**src/rtl/nasti_lite_uart_ctrl.sv**
```systemverilog
// nasti_lite_uart_ctrl: bridges a byte TX/RX stream onto single-beat NASTI-lite
// accesses to one UART data register, with at most one bus transaction in flight.
module nasti_lite_uart_ctrl #(
  parameter int NASTI_ID_WIDTH = 8,
  parameter int NASTI_ADDR_WIDTH = 8,
  parameter int NASTI_DATA_WIDTH = 8,
  parameter logic [NASTI_ADDR_WIDTH-1:0] UART_ADDR = '0,
  parameter logic [NASTI_ID_WIDTH-1:0] CTRL_ID = '0
) (
  input  logic clk,
  input  logic rstn,
  input  logic [NASTI_DATA_WIDTH-1:0] tx_data,
  input  logic tx_valid,
  output logic tx_ready,
  output logic [NASTI_DATA_WIDTH-1:0] rx_data,
  output logic rx_valid,
  input  logic rx_ready,
  input  logic rx_en,
  output logic aw_valid,
  input  logic aw_ready,
  output logic [NASTI_ADDR_WIDTH-1:0] aw_addr,
  output logic [NASTI_ID_WIDTH-1:0] aw_id,
  output logic w_valid,
  input  logic w_ready,
  output logic [NASTI_DATA_WIDTH-1:0] w_data,
  input  logic b_valid,
  output logic b_ready,
  input  logic [1:0] b_resp,
  output logic ar_valid,
  input  logic ar_ready,
  output logic [NASTI_ADDR_WIDTH-1:0] ar_addr,
  output logic [NASTI_ID_WIDTH-1:0] ar_id,
  input  logic r_valid,
  output logic r_ready,
  input  logic [NASTI_DATA_WIDTH-1:0] r_data,
  input  logic [1:0] r_resp,
  output logic err,
  output logic busy
);
  localparam logic [2:0] IDLE = 3'd0, WRITE = 3'd1, WRESP = 3'd2, READ = 3'd3, RRESP = 3'd4;
  logic [2:0] state, state_nxt;
  logic tx_full, aw_done, w_done;
  logic [NASTI_DATA_WIDTH-1:0] tx_reg;
  logic [NASTI_DATA_WIDTH-1:0] fifo [2];
  logic rd_ptr, wr_ptr;
  logic [1:0] count;
  logic aw_hs, w_hs, b_hs, tx_hs, push, pop;
  assign aw_addr = UART_ADDR;
  assign ar_addr = UART_ADDR;
  assign aw_id = CTRL_ID;
  assign ar_id = CTRL_ID;
  assign busy = state != IDLE;
  assign aw_valid = state == WRITE && !aw_done;
  assign w_valid = state == WRITE && !w_done;
  assign w_data = tx_reg;
  assign b_ready = state == WRESP;
  assign ar_valid = state == READ;
  assign r_ready = state == RRESP;
  assign tx_ready = rstn && !tx_full;
  assign rx_valid = count != 2'd0;
  assign rx_data = fifo[rd_ptr];
  assign aw_hs = aw_valid && aw_ready;
  assign w_hs = w_valid && w_ready;
  assign b_hs = b_valid && b_ready;
  assign tx_hs = tx_valid && tx_ready;
  assign push = r_valid && r_ready;
  assign pop = rx_valid && rx_ready;
  // A byte being handed over this cycle blocks a read start so TX keeps priority.
  always_comb begin
    state_nxt = state;
    case (state)
      IDLE:    state_nxt = tx_full ? WRITE : (!tx_valid && rx_en && count < 2'd2) ? READ : IDLE;
      WRITE:   state_nxt = ((aw_done || aw_hs) && (w_done || w_hs)) ? WRESP : WRITE;
      WRESP:   state_nxt = b_valid ? IDLE : WRESP;
      READ:    state_nxt = ar_ready ? RRESP : READ;
      RRESP:   state_nxt = r_valid ? IDLE : RRESP;
      default: state_nxt = IDLE;
    endcase
  end
  always_ff @(posedge clk or negedge rstn) begin
    if (!rstn) begin
      state <= IDLE;
      tx_full <= 1'b0;
      tx_reg <= '0;
      aw_done <= 1'b0;
      w_done <= 1'b0;
      err <= 1'b0;
    end else begin
      state <= state_nxt;
      tx_full <= b_hs ? 1'b0 : tx_hs ? 1'b1 : tx_full;
      if (tx_hs) tx_reg <= tx_data;
      aw_done <= state_nxt == WRITE && (aw_done || aw_hs);
      w_done <= state_nxt == WRITE && (w_done || w_hs);
      err <= err || (b_hs && b_resp != 2'd0) || (push && r_resp != 2'd0);
    end
  end
  always_ff @(posedge clk or negedge rstn) begin
    if (!rstn) begin
      rd_ptr <= 1'b0;
      wr_ptr <= 1'b0;
      count <= 2'd0;
    end else begin
      if (push) wr_ptr <= !wr_ptr;
      if (pop) rd_ptr <= !rd_ptr;
      count <= count + 2'(push) - 2'(pop);
    end
  end
  always_ff @(posedge clk) begin
    if (push) fifo[wr_ptr] <= r_data;
  end
endmodule

```
**config.mk**
```make
export PLATFORM = sky130hd
export DESIGN_NAME = nasti_lite_uart_ctrl
export DESIGN_NICKNAME = d
export VERILOG_FILES = /design/src/rtl/nasti_lite_uart_ctrl.sv
export SDC_FILE = /design/constraint.sdc
export NUM_CORES = 1
export LEC_CHECK = 0
export ABC_AREA = 1
export BUFFER_PORTS_ARGS = -buffer_cell sky130_fd_sc_hd__buf_4
export CORE_ASPECT_RATIO = 0.7
export CORE_UTILIZATION = 41
export CTS_BUF_LIST = sky130_fd_sc_hd__clkbuf_8 sky130_fd_sc_hd__clkbuf_16
export CTS_CLUSTER_SIZE = 30
export DETAILED_ROUTE_END_ITERATION = 12
export PLACE_DENSITY = 0.79
export SYNTH_ARGS = -nofsm -noshare
export SYNTH_HDL_FRONTEND = slang
export SYNTH_SLANG_ARGS = --single-unit
```
**constraint.sdc**
```tcl
create_clock -name clk -period 1.7 [get_ports clk]
set_clock_uncertainty 0.1 [all_clocks]
set_input_delay 0.34 -clock clk [delete_from_list [all_inputs] [get_ports clk]]
set_output_delay 0.34 -clock clk [all_outputs]
set_load 0.02 [all_outputs]
```
==> impl_metrics.tcl, run 1 <==
set metrics [dict create \
    tritoncts "built" \
    rows 19 \
    r2r_start "state[1]" \
    postSynthCellCount 177 \
    gp_routability_congestion 0.904 \
    drt-pass1-iter-count 4 \
    r2r_setup_slack_ns -0.07 \
    hold_class "input port to flop" \
    boundaryPins 87 \
    drc_errors 0 \
    yosys_register_bits 35 \
    clock_power_share 0.144 \
    worstPathBufferInverterCount 2 \
    grt_antenna_before_repair 0 \
    syn_area_per_cell_um2 9.90 \
    reg2reg_end "count[1]" \
    pwr_density_cell_nw_per_um2 1560 \
    worst-r2r-cell-count 9 \
    max_cap_violations 0 \
    areaGrowthSynthToFinish_pct 39.5 \
    start_util 0.436 \
    layout_commonest_cell "sky130_fd_sc_hd__buf_4" \
    netSwitchingPower_mw 1.52 \
    p_int_mw 2.29 \
    final.period_utilization 1.04 \
    worstSetupPathType "flop to flop" \
    max_freq_ghz 0.564 \
    post_synthesis_cell_area_um2 1750 \
    cts.path.max_buffers 2 \
    final_antenna_net_count 0 \
    grtUsageTotal 0.167 \
    hold_path_end "fifo[0][2]" \
    cp.required_ns 1.77 \
    grt_first_pass_wirelength_um 5470 \
    layout.cells.most_common_list "sky130_fd_sc_hd__buf_4, sky130_fd_sc_hd__nand2_1, sky130_fd_sc_hd__conb_1" \
    number_of_max_slew_violations_in_the_final_report 0 \
    failed_checks "negative setup slack" \
    cts_made_buffers 5 \
    die_height_um 56.7 \
    first_global_vias 1238 \
    nets 288 \
    cts-htree-levels 2 \
    timing.hold.worst_path_depth 1 \
    slowest_stage "sky130_fd_sc_hd__dfrtp_1" \
    hold_violations 0 \
    endpoints_failing_setup 4 \
    clock_sinks 35 \
    seq_area_frac_synth 0.546 \
    cell_taking_the_most_area_after_synthesis "sky130_fd_sc_hd__edfxtp_1" \
    core_um2 4020 \
    power_mw 3.81 \
    hold_path_startpoint "r_data[2]" \
    swShare 0.399 \
    synth_top_cell_area_share 0.274 \
    post_route_cells_drive_above_1_share 0.451 \
    antenna_cells 0 \
    part_of_the_power_in_combinational_logic 0.531 \
    postLayoutSetupSlackWorst_ns -0.0743 \
    startpoint_type "flop" \
    drt-wirelength-per-cell_um 11.3 \
    cts.clk_slew.worst_paths_ns 0.07 \
    detailedPlacementHpwl_um 2410 \
    path_delay_family "flip-flops" \
    die_outline_area_um2 4540 \
    route.vias.total 1343 \
    finalCriticalPeriod_ns 1.77 \
    port-buffer-count 54 \
    clock_latency_ns 0.28 \
    synthDistinctLibCells 22 \
    detailedPlace.worstSlack_ns -0.0796 \
    peakVddDrop_mv 1.16 \
    synth_warnings 0 \
    worst_setup_path_end_kind "flop" \
    cp_data_arrival_time_ns 1.84 \
    initial_drc_count 24 \
    fp.dieW_um 80.1 \
    leakagePower_nw 1.23 \
    grt_setup_unrepaired "yes" \
    synth_top_cells_by_area "sky130_fd_sc_hd__edfxtp_1, sky130_fd_sc_hd__dfrtp_1, sky130_fd_sc_hd__buf_4, sky130_fd_sc_hd__nand2_1, sky130_fd_sc_hd__mux2_2" \
    cts.root.buffer_cell "sky130_fd_sc_hd__clkbuf_8" \
    cp_cell_sequence "nor2_2 -> nand2_2 -> nor2_4 -> inv_2 -> ha_4 -> inv_2 -> ha_4 -> xnor2_2 -> xor2_1" \
    critical_path_peak_fanout 2 \
    route.final.wire_length_um 3500 \
    cp_slowest_stage_delay_ns 0.41 \
    grt_start_max_net_pins 20 \
    run_status "finished with violations" \
    seq_power_share 0.325 \
    grt_remaining_overflow 0 \
    detail_route.vias_per_cell 4.35 \
]
## synth_stat cells
cell type,count
sky130_fd_sc_hd__clkinv_1,2
sky130_fd_sc_hd__buf_2,1
sky130_fd_sc_hd__ha_1,2
sky130_fd_sc_hd__or2_2,1
sky130_fd_sc_hd__nor2_1,15
sky130_fd_sc_hd__nand3_1,4
sky130_fd_sc_hd__conb_1,1
sky130_fd_sc_hd__inv_1,20
sky130_fd_sc_hd__nand2_1,36
sky130_fd_sc_hd__dfrtp_1,19
sky130_fd_sc_hd__edfxtp_1,16
sky130_fd_sc_hd__nor2_2,2
sky130_fd_sc_hd__mux2_2,8
sky130_fd_sc_hd__nand3b_1,2
sky130_fd_sc_hd__xor2_1,3
sky130_fd_sc_hd__xnor2_1,1
sky130_fd_sc_hd__inv_2,1
sky130_fd_sc_hd__a21oi_1,2
sky130_fd_sc_hd__o221ai_1,1
sky130_fd_sc_hd__nand2_2,5
sky130_fd_sc_hd__o21ai_0,3
sky130_fd_sc_hd__buf_4,32
## metrics by stage
| step | util | cell area (um^2) | hold slack [ns] | std cells | setup TNS [ns] |
|---|---|---|---|---|---|
| 6_report | 0.608 | 2440 | 0.141 | 309 | -0.125 |
| 5_1_grt | 0.608 | 2440 | 0.131 | 309 | -0.355 |
| 4_1_cts | 0.595 | 2390 | 0.133 | 311 | -0.174 |
| 3_5_place_dp | 0.545 | 2190 | 0.227 | 293 | -0.0796 |
| 3_3_place_gp | 0.545 | 2190 | 0.229 | 293 | 0 |
| 2_1_floorplan | - | 1880 | -0.0556 | 208 | -0.0865 |
## power groups by stage
| stage | registers (mW) | logic (mW) | clock network (mW) |
|---|---|---|---|
| 3_3_place_gp | 1.23 | 1.71 | 0 |
| 3_5_place_dp | 1.24 | 1.74 | 0 |
| 5_1_grt | 1.27 | 2.19 | 0.601 |
| 4_1_cts | 1.23 | 1.88 | 0.570 |
| 2_1_floorplan | 1.37 | 0.961 | 0 |
| 6_report | 1.24 | 2.02 | 0.550 |
## what timing repair did
item / 4_1_cts / 5_1_grt
gates cloned: 0 / 0
endpoints found under the setup margin: 4 / 24
setup buffers: 9 / 1
hold endpoints to repair: 19 / 0
pin swaps: 6 / 8
hold buffers: 1 / 0
resized for setup: 11 / 23
## sequential cells by signal, indices dropped and copies added, names as in the netlist
| signal | cells |
|---|---|
| aw_done | 1 |
| rd_ptr | 1 |
| err | 1 |
| count | 2 |
| state | 3 |
| w_done | 1 |
| w_data | 8 |
| tx_full | 1 |
| fifo | 16 |
| wr_ptr | 1 |
## cell type report
class                      instances  area [um^2]
inverter                          23         87.6
tap                               52         65.1
multi-input combinational        117          667
timing repair buffer              74          588
clock inverter                     3         11.3
sequential                        35          956
fill                             345         1570
clock buffer                       5         68.8
## worst max-delay path by stage
stage	start	endpoint	slack, ns	cells after the start
CTS	state[0]	aw_valid	-0.04	6
detailed placement	state[1]	count[1]	-0.08	9
global placement	state[1]	count[1]	0.01	9
finish	state[1]	count[1]	-0.07	9
global route	state[1]	count[1]	-0.11	9
floorplan	state[1]	count[1]	-0.09	9
## layer usage
metal,track usage,share of wire
met1,0.182,0.41
met5,0,0
met3,0.0472,0.059
met2,0.284,0.49
met4,0.107,0.042
## kinds of logic after synthesis
logic type,share of synthesized area
AOI/OAI and AO/OA,0.0193
xor gates and xnor gates,0.0200
adders and majority gates,0.0143
buffers and inverters,0.189
DFF,0.546
muxes,0.0514
other,0.00214
and+or+nand+nor,0.158
## worst register-to-register path: stages, from the launching register on
cell	delay (ns)
sky130_fd_sc_hd__dfrtp_1	0.41
sky130_fd_sc_hd__nor2_2	0.16
sky130_fd_sc_hd__nand2_2	0.10
sky130_fd_sc_hd__nor2_4	0.12
sky130_fd_sc_hd__inv_2	0.06
sky130_fd_sc_hd__ha_4	0.25
sky130_fd_sc_hd__inv_2	0.04
sky130_fd_sc_hd__ha_4	0.15
sky130_fd_sc_hd__xnor2_2	0.13
sky130_fd_sc_hd__xor2_1	0.14
(Power assumes the default switching activity.)
==> run 2, diff against run 1 <==
--- a/config.mk
+++ b/config.mk
@@ -12,7 +12,9 @@
 export CTS_BUF_LIST = sky130_fd_sc_hd__clkbuf_8 sky130_fd_sc_hd__clkbuf_16
 export CTS_CLUSTER_SIZE = 30
 export DETAILED_ROUTE_END_ITERATION = 12
+export GPL_TIMING_DRIVEN = 0
 export PLACE_DENSITY = 0.79
+export SKIP_CTS_REPAIR_TIMING = 1
 export SYNTH_ARGS = -nofsm -noshare
 export SYNTH_HDL_FRONTEND = slang
 export SYNTH_SLANG_ARGS = --single-unit
==> run 2 against run 1 <==
Against the previous run: the run still ends with negative setup slack left; hold slack improved by 0.00065 ns; count of clock-buffer cells in the layout stayed put; critical path depth is the same; sequential cell count unchanged; sequential power hardly changed; cell area grew 7.6%; power up 1.2%; sequential share of layout area is 2.6 points lower; first-iteration DRC count up 13%; largest cell class unchanged.
==> impl_metrics.tcl, run 2 (synthesis gave the netlist of run 1 again) <==
set metrics [dict create \
    worstSetupPathType "flop to flop" \
    max_cap_violations 0 \
    initial_drc_count 27 \
    first_global_vias 1039 \
    cp_cell_sequence "nor2_4 -> nand2_4 -> nor2_4 -> inv_2 -> ha_4 -> inv_2 -> ha_4 -> xnor2_2 -> xor2_1" \
    grt_first_pass_wirelength_um 4530 \
    route.vias.total 1383 \
    failed_checks "negative setup slack" \
    cp_data_arrival_time_ns 1.89 \
    port-buffer-count 54 \
    final_antenna_net_count 0 \
    route.final.wire_length_um 3310 \
    nets 313 \
    cts-htree-levels 2 \
    detailedPlace.worstSlack_ns -0.264 \
    final.period_utilization 1.07 \
    antenna_cells 0 \
    r2r_start "state[0]" \
    grt_remaining_overflow 0 \
    cts.path.max_buffers 2 \
    leakagePower_nw 1.37 \
    detailedPlacementHpwl_um 2330 \
    finalCriticalPeriod_ns 1.82 \
    layout_commonest_cell "sky130_fd_sc_hd__buf_4" \
    cp_slowest_stage_delay_ns 0.45 \
    finalNonFillerCells 334 \
    critical_path_peak_fanout 4 \
    drc_errors 0 \
    core_um2 4020 \
    cts_made_buffers 5 \
    placed_cell_area_um2 2350 \
    power_mw 3.86 \
    detail_route.vias_per_cell 4.14 \
    clock_sinks 35 \
    hold_violations 0 \
    clock_latency_ns 0.28 \
    tightestPinTransition_ns 0.876 \
    startpoint_type "flop" \
    start_util 0.436 \
    grt_antenna_before_repair 0 \
    hold_path_startpoint "r_data[0]" \
    endpoints_failing_setup 3 \
    grt_start_max_net_pins 21 \
    tritoncts "built" \
    run_status "finished with violations" \
    number_of_max_slew_violations_in_the_final_report 0 \
    die_height_um 56.7 \
    timing.max_slew.rel_slack 0.414 \
    postLayoutSetupSlackWorst_ns -0.124 \
    areaGrowthSynthToFinish_pct 50.1 \
    grtUsageTotal 0.136 \
    drt-pass1-iter-count 5 \
    critPathLaunch "state[0]" \
    layout.cells.most_common_list "sky130_fd_sc_hd__buf_4, sky130_fd_sc_hd__nand2_1, sky130_fd_sc_hd__conb_1" \
    fp.dieW_um 80.1 \
    hold_class "input port to flop" \
    grt_setup_unrepaired "yes" \
    gp_routability_congestion 0.853 \
    pwr_density_cell_nw_per_um2 1470 \
    drt-wirelength-per-cell_um 9.92 \
    boundaryPins 87 \
    placedCellCount 314 \
    worst_setup_path_end_kind "flop" \
    die_outline_area_um2 4540 \
    cts.clk_slew.worst_paths_ns 0.07 \
    final_area_um2 2630 \
    number_of_flip_flops_under_the_largest_register_name 16 \
    cp.required_ns 1.77 \
    max_flop_register "fifo" \
    rows 19 \
    cts.root.buffer_cell "sky130_fd_sc_hd__clkbuf_8" \
    post_route_cells_drive_above_1_share 0.504 \
    max_freq_ghz 0.548 \
    slowest_stage "sky130_fd_sc_hd__dfrtp_2" \
    peakVddDrop_mv 1.00 \
]
-- run 2: critical path: cells and delay by family, from the launching register on --
kind	cells	cell delay (ns)
flip-flops	1	0.45
adder cells (fa/ha/maj)	2	0.41
AND/OR/NAND/NOR	3	0.37
XOR/XNOR	2	0.28
buffers and inverters	2	0.11
-- run 2: path summary, 6_finish.rpt --
path | end | slack [ns] | depth (start not counted)
min in group asynchronous | w_data[0] | 0.62 | 2
max | count[1] | -0.12 | 9
max reg2reg | count[1] | -0.12 | 9
min reg2reg | err | 0.40 | 1
max in group asynchronous | state[1] | 0.28 | 2
min | fifo[1][0] | 0.14 | 1
-- run 2: final cells by class --
class	instances	area, um^2
well taps	52	65.1
clock inverters	3	12.5
fillers	328	1390
flip-flops and latches	35	960
clock buffers	5	68.8
multi-input cells	117	681
inverters	23	90.1
plain buffers	33	251
repair inverters	1	7.51
repair buffers	65	494
-- run 2: where the power goes --
part | switching, mW | leakage, nW | internal [mW]
registers | 0.151 | 0.367 | 1.11
logic | 1.11 | 0.955 | 0.930
clock network | 0.284 | 0.0468 | 0.275
-- run 2: stage by stage --
stage | util | hold WS, ns | setup TNS (ns)
2_1_floorplan | - | -0.0556 | -0.0865
3_3_place_gp | 0.584 | 0.136 | -4.11
3_5_place_dp | 0.584 | 0.138 | -4.29
4_1_cts | 0.604 | -0.172 | -6.05
5_1_grt | 0.655 | 0.130 | -0.809
6_report | 0.655 | 0.141 | -0.191
-- run 2: routing by layer --
| layer | vias up | wire length (um) | global-route usage |
|---|---|---|---|
| li1 | 698 | - | - |
| met1 | 604 | 1430 | 0.165 |
| met2 | 73 | 1520 | 0.209 |
| met3 | 8 | 286 | 0.0439 |
| met4 | 0 | 76 | 0.0816 |
| met5 | - | 0 | 0 |
